--- src/rtl/edc_mem_reader_if.sv ---
// Bus bundle for edc_mem_reader: codeword write port, read request/response and status.
interface edc_mem_reader_if #(
   parameter int unsigned AW    = 4,
   parameter int unsigned CNT_W = 16
);
   logic             wr_en;
   logic [AW-1:0]    wr_addr;
   logic [6:0]       wr_code;
   logic             rd_req;
   logic [AW-1:0]    rd_addr;
   logic             scrub_en;
   logic             rd_valid;
   logic [3:0]       rd_data;
   logic             rd_err;
   logic [CNT_W-1:0] err_count;
   logic             wb_overflow;
   logic [AW-1:0]    scrub_addr;

   modport master (
      output wr_en, wr_addr, wr_code, rd_req, rd_addr, scrub_en,
      input  rd_valid, rd_data, rd_err, err_count, wb_overflow, scrub_addr
   );

   modport slave (
      input  wr_en, wr_addr, wr_code, rd_req, rd_addr, scrub_en,
      output rd_valid, rd_data, rd_err, err_count, wb_overflow, scrub_addr
   );
endinterface

--- src/rtl/edc_mem_reader.sv ---
// Hamming(7,4) codeword store: 2-cycle corrected reads, write-back of corrected
// words through a one-entry slot, and an idle-time scrubber.
module edc_mem_reader #(
   parameter int unsigned DEPTH = 16,
   parameter int unsigned AW    = 4,
   parameter int unsigned CNT_W = 16
) (
   input logic               clk,
   input logic               rst,
   edc_mem_reader_if.slave   bus
);
   localparam int unsigned CW = 7;

   logic [CW-1:0]    mem_q [DEPTH];

   logic             s1_vld_q, s1_vld_d;
   logic             s1_ext_q, s1_ext_d;
   logic             s1_nowb_q, s1_nowb_d;
   logic [AW-1:0]    s1_addr_q, s1_addr_d;
   logic [CW-1:0]    s1_code_q;

   logic             rd_valid_q, rd_valid_d;
   logic [3:0]       rd_data_q, rd_data_d;
   logic             rd_err_q, rd_err_d;
   logic [CNT_W-1:0] err_count_q, err_count_d;
   logic             wb_overflow_q, wb_overflow_d;
   logic [AW-1:0]    scrub_addr_q, scrub_addr_d;

   logic             wb_vld_q, wb_vld_d;
   logic [AW-1:0]    wb_addr_q, wb_addr_d;
   logic [CW-1:0]    wb_code_q, wb_code_d;

   logic             issue_scrub_c;
   logic [AW-1:0]    s0_addr_c;
   logic [2:0]       syn_c;
   logic [CW-1:0]    fixed_c;
   logic             err_c;
   logic             wr_s1_c, wr_wb_c, wb_fire_c, wb_free_c, want_wb_c;

   // Stage 0: external reads win; the scrubber only uses idle slots with no pending write-back
   assign issue_scrub_c = !bus.rd_req && bus.scrub_en && !wb_vld_q;
   assign s0_addr_c     = bus.rd_req ? bus.rd_addr : scrub_addr_q;

   assign syn_c   = {s1_code_q[3] ^ s1_code_q[4] ^ s1_code_q[5] ^ s1_code_q[6],
                     s1_code_q[1] ^ s1_code_q[2] ^ s1_code_q[5] ^ s1_code_q[6],
                     s1_code_q[0] ^ s1_code_q[2] ^ s1_code_q[4] ^ s1_code_q[6]};
   assign fixed_c = (syn_c == 3'd0) ? s1_code_q : (s1_code_q ^ (CW'(1) << (syn_c - 3'd1)));
   assign err_c   = s1_vld_q && (syn_c != 3'd0);

   assign wr_s1_c   = bus.wr_en && (bus.wr_addr == s1_addr_q);
   assign wr_wb_c   = bus.wr_en && (bus.wr_addr == wb_addr_q);
   assign wb_fire_c = wb_vld_q && !bus.wr_en;
   assign wb_free_c = !wb_vld_q || wb_fire_c || wr_wb_c;
   assign want_wb_c = err_c && !s1_nowb_q && !wr_s1_c;

   // Single write port: external writes first, then the pending write-back
   always_ff @(posedge clk) begin
      if (bus.wr_en)     mem_q[bus.wr_addr] <= bus.wr_code;
      else if (wb_vld_q) mem_q[wb_addr_q]   <= wb_code_q;
   end

   always_comb begin
      s1_vld_d      = bus.rd_req || issue_scrub_c;
      s1_ext_d      = bus.rd_req;
      s1_addr_d     = s0_addr_c;
      s1_nowb_d     = bus.wr_en && (bus.wr_addr == s0_addr_c);
      scrub_addr_d  = scrub_addr_q;
      rd_valid_d    = s1_vld_q && s1_ext_q;
      rd_data_d     = rd_data_q;
      rd_err_d      = rd_err_q;
      err_count_d   = err_count_q;
      wb_overflow_d = wb_overflow_q;
      wb_vld_d      = wb_vld_q && !wb_fire_c && !wr_wb_c;
      wb_addr_d     = wb_addr_q;
      wb_code_d     = wb_code_q;

      if (issue_scrub_c) scrub_addr_d = scrub_addr_q + AW'(1);
      if (rd_valid_d) begin
         rd_data_d = {fixed_c[6], fixed_c[5], fixed_c[4], fixed_c[2]};
         rd_err_d  = err_c;
      end
      if (err_c && (err_count_q != '1)) err_count_d = err_count_q + CNT_W'(1);
      // A stale-marked or overwritten entry never reaches the slot
      if (want_wb_c) begin
         if (wb_free_c) begin
            wb_vld_d  = 1'b1;
            wb_addr_d = s1_addr_q;
            wb_code_d = fixed_c;
         end else begin
            wb_overflow_d = 1'b1;
         end
      end
   end

   always_ff @(posedge clk or posedge rst) begin
      if (rst) begin
         s1_vld_q      <= 1'b0;
         s1_ext_q      <= 1'b0;
         s1_nowb_q     <= 1'b0;
         s1_addr_q     <= '0;
         s1_code_q     <= '0;
         rd_valid_q    <= 1'b0;
         rd_data_q     <= '0;
         rd_err_q      <= 1'b0;
         err_count_q   <= '0;
         wb_overflow_q <= 1'b0;
         scrub_addr_q  <= '0;
         wb_vld_q      <= 1'b0;
         wb_addr_q     <= '0;
         wb_code_q     <= '0;
      end else begin
         s1_vld_q      <= s1_vld_d;
         s1_ext_q      <= s1_ext_d;
         s1_nowb_q     <= s1_nowb_d;
         s1_addr_q     <= s1_addr_d;
         s1_code_q     <= mem_q[s0_addr_c];
         rd_valid_q    <= rd_valid_d;
         rd_data_q     <= rd_data_d;
         rd_err_q      <= rd_err_d;
         err_count_q   <= err_count_d;
         wb_overflow_q <= wb_overflow_d;
         scrub_addr_q  <= scrub_addr_d;
         wb_vld_q      <= wb_vld_d;
         wb_addr_q     <= wb_addr_d;
         wb_code_q     <= wb_code_d;
      end
   end

   assign bus.rd_valid    = rd_valid_q;
   assign bus.rd_data     = rd_data_q;
   assign bus.rd_err      = rd_err_q;
   assign bus.err_count   = err_count_q;
   assign bus.wb_overflow = wb_overflow_q;
   assign bus.scrub_addr  = scrub_addr_q;
endmodule
--- src/flat_wrapper.sv ---
// flat-port wrapper written by rule: the top's interface ports become plain ports
module edc_mem_reader_flat 
#(
   parameter int unsigned DEPTH = 16,
   parameter int unsigned AW    = 4,
   parameter int unsigned CNT_W = 16
)
  (clk, rst, bus_wr_en, bus_wr_addr, bus_wr_code, bus_rd_req, bus_rd_addr, bus_scrub_en, bus_rd_valid, bus_rd_data, bus_rd_err, bus_err_count, bus_wb_overflow, bus_scrub_addr);
  edc_mem_reader_if #(.AW(AW), .CNT_W(CNT_W)) bus_i ();
  input logic clk;
  input logic rst;
  input wire logic [$bits(bus_i.wr_en)-1:0] bus_wr_en;
  input wire logic [$bits(bus_i.wr_addr)-1:0] bus_wr_addr;
  input wire logic [$bits(bus_i.wr_code)-1:0] bus_wr_code;
  input wire logic [$bits(bus_i.rd_req)-1:0] bus_rd_req;
  input wire logic [$bits(bus_i.rd_addr)-1:0] bus_rd_addr;
  input wire logic [$bits(bus_i.scrub_en)-1:0] bus_scrub_en;
  output wire logic [$bits(bus_i.rd_valid)-1:0] bus_rd_valid;
  output wire logic [$bits(bus_i.rd_data)-1:0] bus_rd_data;
  output wire logic [$bits(bus_i.rd_err)-1:0] bus_rd_err;
  output wire logic [$bits(bus_i.err_count)-1:0] bus_err_count;
  output wire logic [$bits(bus_i.wb_overflow)-1:0] bus_wb_overflow;
  output wire logic [$bits(bus_i.scrub_addr)-1:0] bus_scrub_addr;
  assign bus_i.wr_en = bus_wr_en;
  assign bus_i.wr_addr = bus_wr_addr;
  assign bus_i.wr_code = bus_wr_code;
  assign bus_i.rd_req = bus_rd_req;
  assign bus_i.rd_addr = bus_rd_addr;
  assign bus_i.scrub_en = bus_scrub_en;
  assign bus_rd_valid = bus_i.rd_valid;
  assign bus_rd_data = bus_i.rd_data;
  assign bus_rd_err = bus_i.rd_err;
  assign bus_err_count = bus_i.err_count;
  assign bus_wb_overflow = bus_i.wb_overflow;
  assign bus_scrub_addr = bus_i.scrub_addr;
  edc_mem_reader #(.DEPTH(DEPTH), .AW(AW), .CNT_W(CNT_W)) u_core (.clk(clk), .rst(rst), .bus(bus_i));
endmodule
--- config.mk ---
export PLATFORM = sky130hd
export DESIGN_NAME = edc_mem_reader_flat
export DESIGN_NICKNAME = d
export VERILOG_FILES = /design/src/rtl/edc_mem_reader_if.sv /design/src/rtl/edc_mem_reader.sv /design/src/flat_wrapper.sv
export SDC_FILE = /design/constraint.sdc
export NUM_CORES = 1
export LEC_CHECK = 0
export ABC_AREA = 1
export BUFFER_PORTS_ARGS = -buffer_cell sky130_fd_sc_hd__buf_2
export CORE_ASPECT_RATIO = 1.1
export CORE_MARGIN = 3
export CORE_UTILIZATION = 65
export CTS_CLUSTER_SIZE = 14
export DETAILED_ROUTE_END_ITERATION = 12
export GPL_TIMING_DRIVEN = 0
export PLACE_DENSITY_LB_ADDON = 0.08
export SYNTH_ARGS = -nofsm -noshare
export SYNTH_HDL_FRONTEND = slang
export SYNTH_SLANG_ARGS = --single-unit
--- constraint.sdc ---
create_clock -name clk -period 5.7 [get_ports clk]
set_clock_uncertainty 0.2 [all_clocks]
set_input_delay 0.855 -clock clk [delete_from_list [all_inputs] [get_ports clk]]
set_output_delay 0.855 -clock clk [all_outputs]
set_load 0.05 [all_outputs]
# Yosys cells after proc, flatten, opt, wreduce, memory -nomap -nowiden
# Memory sizes are Yosys's and may differ from the RTL's. A register that Yosys moved wholly into a read port is not among the register bits.
# Index checks and enable logic that the tools add are counted.
[word_totals]
rom_bits = 0
regBits = 46
latchBits = 0
ram_bits = 112
elab_cells = 73
output_inout_bits = 27
memories = 1
[classes]
shift = 1
div = 0
bitwise_logic = 11
n_addsub = 3
multipliers = 0
reduce_logical = 28
order_cmp = 0
mux = 12
n_eq_ne = 4
[mem_list]
columns = ["name", "depth", "width", "read_ports", "rd_ports_with_merged_regs", "write_ports", "line_no", "source"]
rows = [
  ["u_core.mem_q", 16, 7, 1, 1, 1, "edc_mem_reader.sv:14", "logic [CW-1:0] mem_q [DEPTH];"],
]
[op_table]
columns = ["cell", "count"]
rows = [
  ["$add 16x1->16 const B", 1],
  ["$ne 16x16->1 const B", 1],
  ["$mux 7", 2],
  ["$logic_and 1x1->1", 13],
  ["$eq 4x4->1", 3],
  ["$xor 1x1->1", 9],
  ["$mux 1", 8],
  ["$mux 4", 2],
  ["$logic_not 1->1", 7],
  ["$reduce_or 7->1", 1],
  ["$shl 1x3->7 const A", 1],
  ["$xor 7x7->7", 1],
  ["$add 4x1->4 const B", 1],
  ["$reduce_and 2->1", 2],
  ["$logic_not 3->1", 1],
  ["$logic_or 1x1->1", 3],
  ["$reduce_bool 3->1", 1],
  ["$sub 3x1->3 const B", 1],
  ["$not 1->1", 1],
]

# Logic depth before layout (Yosys ltp)
[depth]
ltp_word = 8
depth_mapped = 15
depth_no_buf = 15

# Least setup slack after synthesis
# No wires, ideal clock.
[synth_timing]
path_kind = "input -> register"
startpoint = "in bus_wr_en"
endpoint = "mem u_core.mem_q[13][0] (enable)"
required_time_ns = 5.140
slack_ns = 3.276
cell_stages = 8
t_arrival_ns = 1.864
path_buffers = 1
setup_ns = 0.360
path_cell_list = "inv_2 nand2_1 buf_4 nand2_1 o21ai_0 inv_1 nand2_1 nor2_1"
[synth_between]
elab_chain_cells = 4
[synth_lines]
columns = ["item", "line_no", "source"]
rows = [
  ["start, declared", "flat_wrapper.sv:12", "input wire logic [$bits(bus_i.wr_en)-1:0] bus_wr_en;"],
  ["$mux 1", "edc_mem_reader.sv:58", "if (bus.wr_en) mem_q[bus.wr_addr] <= bus.wr_code;"],
  ["$mux 1 (not written as such)", "edc_mem_reader.sv:59", "else if (wb_vld_q) mem_q[wb_addr_q] <= wb_code_q;"],
  ["$reduce_or 7->1 (no source line)", "n/a", ""],
  ["$mux 4 (no source line) / $mux 1 (equally long branches)", "n/a", ""],
  ["end, declared", "edc_mem_reader.sv:14", ""],
]
# Several ways; a longest one is shown, not always the timed one.

# Worst setup path in the final report
[layout_timing]
startpoint = "reg u_core.s1_code_q[2], read port of u_core.mem_q"
endpoint = "reg u_core.wb_code_q[0]"
[layout_between]
elab_chain_cells = 8
[layout_lines]
columns = ["item", "line_no", "source"]
rows = [
  ["start, declared", "edc_mem_reader.sv:20", "logic [CW-1:0] s1_code_q;"],
  ["branches (longest 8 deep; another with $sub 3x1->3)", "n/a", ""],
  ["end signal, assigned", "edc_mem_reader.sv:125", "wb_code_q <= wb_code_d;"],
  ["end, declared", "edc_mem_reader.sv:31", "logic [CW-1:0] wb_code_q, wb_code_d;"],
]
# Several ways; the timed one is not identified.
# A chain may end at the register's enable or synchronous reset.

==> results.yml <==
run_status:
  outcome: "completed"
timing:
  max_freq_mhz: 375
  slew_headroom_pct: 53.8
  timing.final.crit_share_pct: 46.8
  tns_ps: 0
  setup_viol: 0
  layout_min_cycle_time_ps: 2670
  worst_pin_slew_ps: 691
  whs_ps: 253
  hold_viol_final: 0
  rsz0062_at_grt: "false"
  slew_viol_final: 0
flow_run:
  maxCapViolations: 0
logic_synthesis:
  synth.net_count: 796
  syn_inst: 773
  yosys-top-cells-area: "edfxtp_1, dfrtp_1, nand2_1"
  synth_area_mm2: 0.00765
  ys_seq_area_share_pct: 61.3
  synth_async_sr_flop_share_pct: 32.1
  yosys_warnings: 0
  synth_edf_count: 112
  netlist.area_leader.share_pct: 44.0
  ys_ff_latch: 165
  yosysUniqueCellTypes: 33
  avgSynthCellArea_um2: 9.90
  synth_area_leader_cell: "edfxtp_1"
  synth_ff_type: "edfxtp_1"
finish:
  fillers: 743
  drive_gt1_share_pct: 16.7
  multi_input_area_mm2: 0.00246
  diodes: 0
  ff_latch_area_mm2: 0.00469
  syn_to_final_growth_pct: 12.8
  final_net_count: 862
grt:
  grt_pass1_wl_mm: 27.9
  grt_overflow: 0
  antenna_found_initial: 0
  grt_usage_pct: 28.4
  grt_start_max_net_pins: 33
  grt_pass1_vias: 5547
pwr:
  p_sw_share_pct: 41.8
  power.internal_mw: 2.63
  worst_ir_drop_vdd_v: 0.000384
  powerDensity_mw_per_mm2: 525
  p_leak_nw: 3.77
  sequentialPowerShare_pct: 38.3
  switchingPower_mw: 1.89
  power_frac_clock_pct: 23.3
  combPwrFrac_pct: 38.3
route:
  highest_layer: "met4"
  met2_length_mm: 8.52
  met3WireLength_mm: 1.19
  wl_met1_mm: 7.38
  routed_wirelength_mm: 17.7
  vias_per_cell: 5.77
  first_pass_iters: 5
  drtIter0Drc: 569
  post_drt_wl_per_cell_um: 17.7
  antenna_left: 0
  drc_errors: 0
  vias: 5762
worst_setup_path:
  worstPathCellList: "nor2_1 > inv_1 > nand2_1 > nand2_1 > nand2_4 > nor2_1 > ha_1 > nor3_1 > nand2_2 > nor2_4 > buf_4 > nand3_1 > nand2_1"
  worstPathArrival_ps: 2830
  r2r_slack_ps: 3030
  cp_top_family: "simple AND/OR/NAND/NOR gates"
  end_kind: "register"
  worstSetupPathType: "register to register"
  required_ps: 5860
  critPathLaunchType: "register"
  cp_slowest_stage_delay_ps: 460
  cp_slowest_cell: "dfrtp_1"
  cp_max_fo: 10
  cpMostUsedCell: "nand2_1"
  crit_buf_inv: 2
clocking:
  cts_buffer_depth: 2
  cts_tree: "done"
  cts.htree.levels: 4
  hold_buffers: 0
  worstSkewPairLatency_ps: 430
  clock-sinks: 165
  cts_setup_buffers: 0
  cts_buffers: 17
  clkSlewWorstSetupHoldPaths_ps: 60
  root_buffer: "clkbuf_16"
  post_cts_resized: 0
floorplanning:
  start_util_pct: 68.2
  die_h_um: 120
  io_pins: 47
  dieWidth_um: 109
  die-area_mm2: 0.0131
  core_region_area_mm2: 0.0112
  rows: 40
worst_hold_path:
  hold_path_class: "primary input to async pin"
placed_design:
  dp_hpwl_mm: 12.1
  routabilityCongestion: 0.937
  port_buffers: 46
routing by layer:
metal  GRT usage (%)  vias to the layer above
met2            45.7                      235
met3            5.92                       49
met5               0                        -
met4            11.8                        0
met1            37.4                     2750
li1                -                     2728
final timing paths:
check / endpoint / cells past startpoint / startpoint
min: u_core.s1_ext_q / 2 / rst
max in group asynchronous: u_core.s1_code_q[3] / 3 / rst
max: u_core.wb_code_q[0] / 13 / u_core.s1_code_q[2]
max reg2reg: u_core.wb_code_q[0] / 13 / u_core.s1_code_q[2]
min in group clk: u_core.wb_code_q[5] / 2 / u_core.wb_code_q[5]
min reg2reg: u_core.wb_code_q[5] / 2 / u_core.wb_code_q[5]
worst register-to-register path, stage by stage, from the launching register on:
cell     delay [ps]
dfrtp_1         460
nor2_1          180
inv_1            60
nand2_1          60
nand2_1         130
nand2_4         160
nor2_1           80
ha_1            270
nor3_1          310
nand2_2         130
nor2_4          150
buf_4           200
nand3_1         110
nand2_1          90
per-stage QoR:
stage	cell area, µm²	cells	power, mW	utilization, %	worst slack (ps)
6_report	8630	999	4.53	77.0	3030
5_1_grt	8630	999	4.81	77.0	2780
4_1_cts	8630	999	4.52	77.0	3040
3_5_place_dp	8080	967	3.46	72.1	2720
3_3_place_gp	8060	966	3.40	71.9	2740
2_1_floorplan	7650	773	2.99	-	3280
flip-flops by register name, summed over array words and instances (netlist names):
name                    flops
u_core.mem_q              112
u_core.bus.err_count       16
u_core.s1_code_q            7
u_core.wb_code_q            7
u_core.bus.rd_data          4
u_core.bus.scrub_addr       4
u_core.s1_addr_q            4
u_core.wb_addr_q            4
u_core.bus.rd_err           1
u_core.bus.rd_valid         1
u_core.bus.wb_overflow      1
u_core.s1_ext_q             1
u_core.s1_nowb_q            1
u_core.s1_vld_q             1
u_core.wb_vld_q             1
kinds of logic (layout without fill, tap and decap cells):
family	count (synthesis)	in the layout	share of synthesized area (%)
AND/OR/NAND/NOR	390	390	22.2
flip-flops	165	165	61.3
buffers and inverters	113	192	6.51
AO/OA/AOI/OAI	76	76	6.33
XOR/XNOR	19	19	2.18
multiplexers	7	7	1.03
adder cells (fa/ha/maj)	3	3	0.491
power by group through the flow:
| stage | Combinational [mW] | Sequential [mW] | Clock [mW] |
|---|---|---|---|
| final | 1.73 | 1.74 | 1.06 |
| after CTS | 1.72 | 1.73 | 1.06 |
| after global placement | 1.66 | 1.74 | 0 |
| after detailed placement | 1.71 | 1.75 | 0 |
| after floorplan | 1.10 | 1.89 | 0 |
| after global routing | 1.93 | 1.76 | 1.13 |
placed cells by master, fill, tap and decap left out, types with 3 or more instances in the layout:
cell,netlist,layout
nand3_1,86,86
clkbuf_16,0,17
nand2_4,4,4
clkinv_4,0,3
nand2_2,4,4
nand4_1,12,12
inv_6,0,6
o21ai_1,15,15
xor2_1,12,12
mux2_2,7,7
buf_6,3,3
buf_4,8,8
nor3_1,3,3
o211ai_1,30,30
inv_2,11,12
clkinvlp_4,0,3
nand2_1,231,231
xnor2_1,7,7
inv_1,76,75
a21oi_1,14,14
buf_2,13,59
dfrtp_1,53,53
nor2_1,41,41
o21ai_0,11,11
edfxtp_1,112,112
o21ai_2,4,4
ha_1,3,3
cell type report:
cell class	count	area share (%)
plain buffers	24	1.84
clock buffers	17	4.93
clock inverters	15	1.41
inverters	89	3.93
multi-input cells	495	28.5
flip-flops and latches	165	54.3
well taps	147	2.13
repair buffers	47	2.90
cell usage after synthesis, types with 4 or more instances:
library cell  count
a21oi_1          14
buf_2            13
buf_4             8
dfrtp_1          53
edfxtp_1        112
inv_1            76
inv_2            11
mux2_2            7
nand2_1         231
nand2_2           4
nand2_4           4
nand3_1          86
nand4_1          12
nor2_1           41
o211ai_1         30
o21ai_0          11
o21ai_1          15
o21ai_2           4
xnor2_1           7
xor2_1           12
No activity file was read; power rests on OpenSTA's default activity.
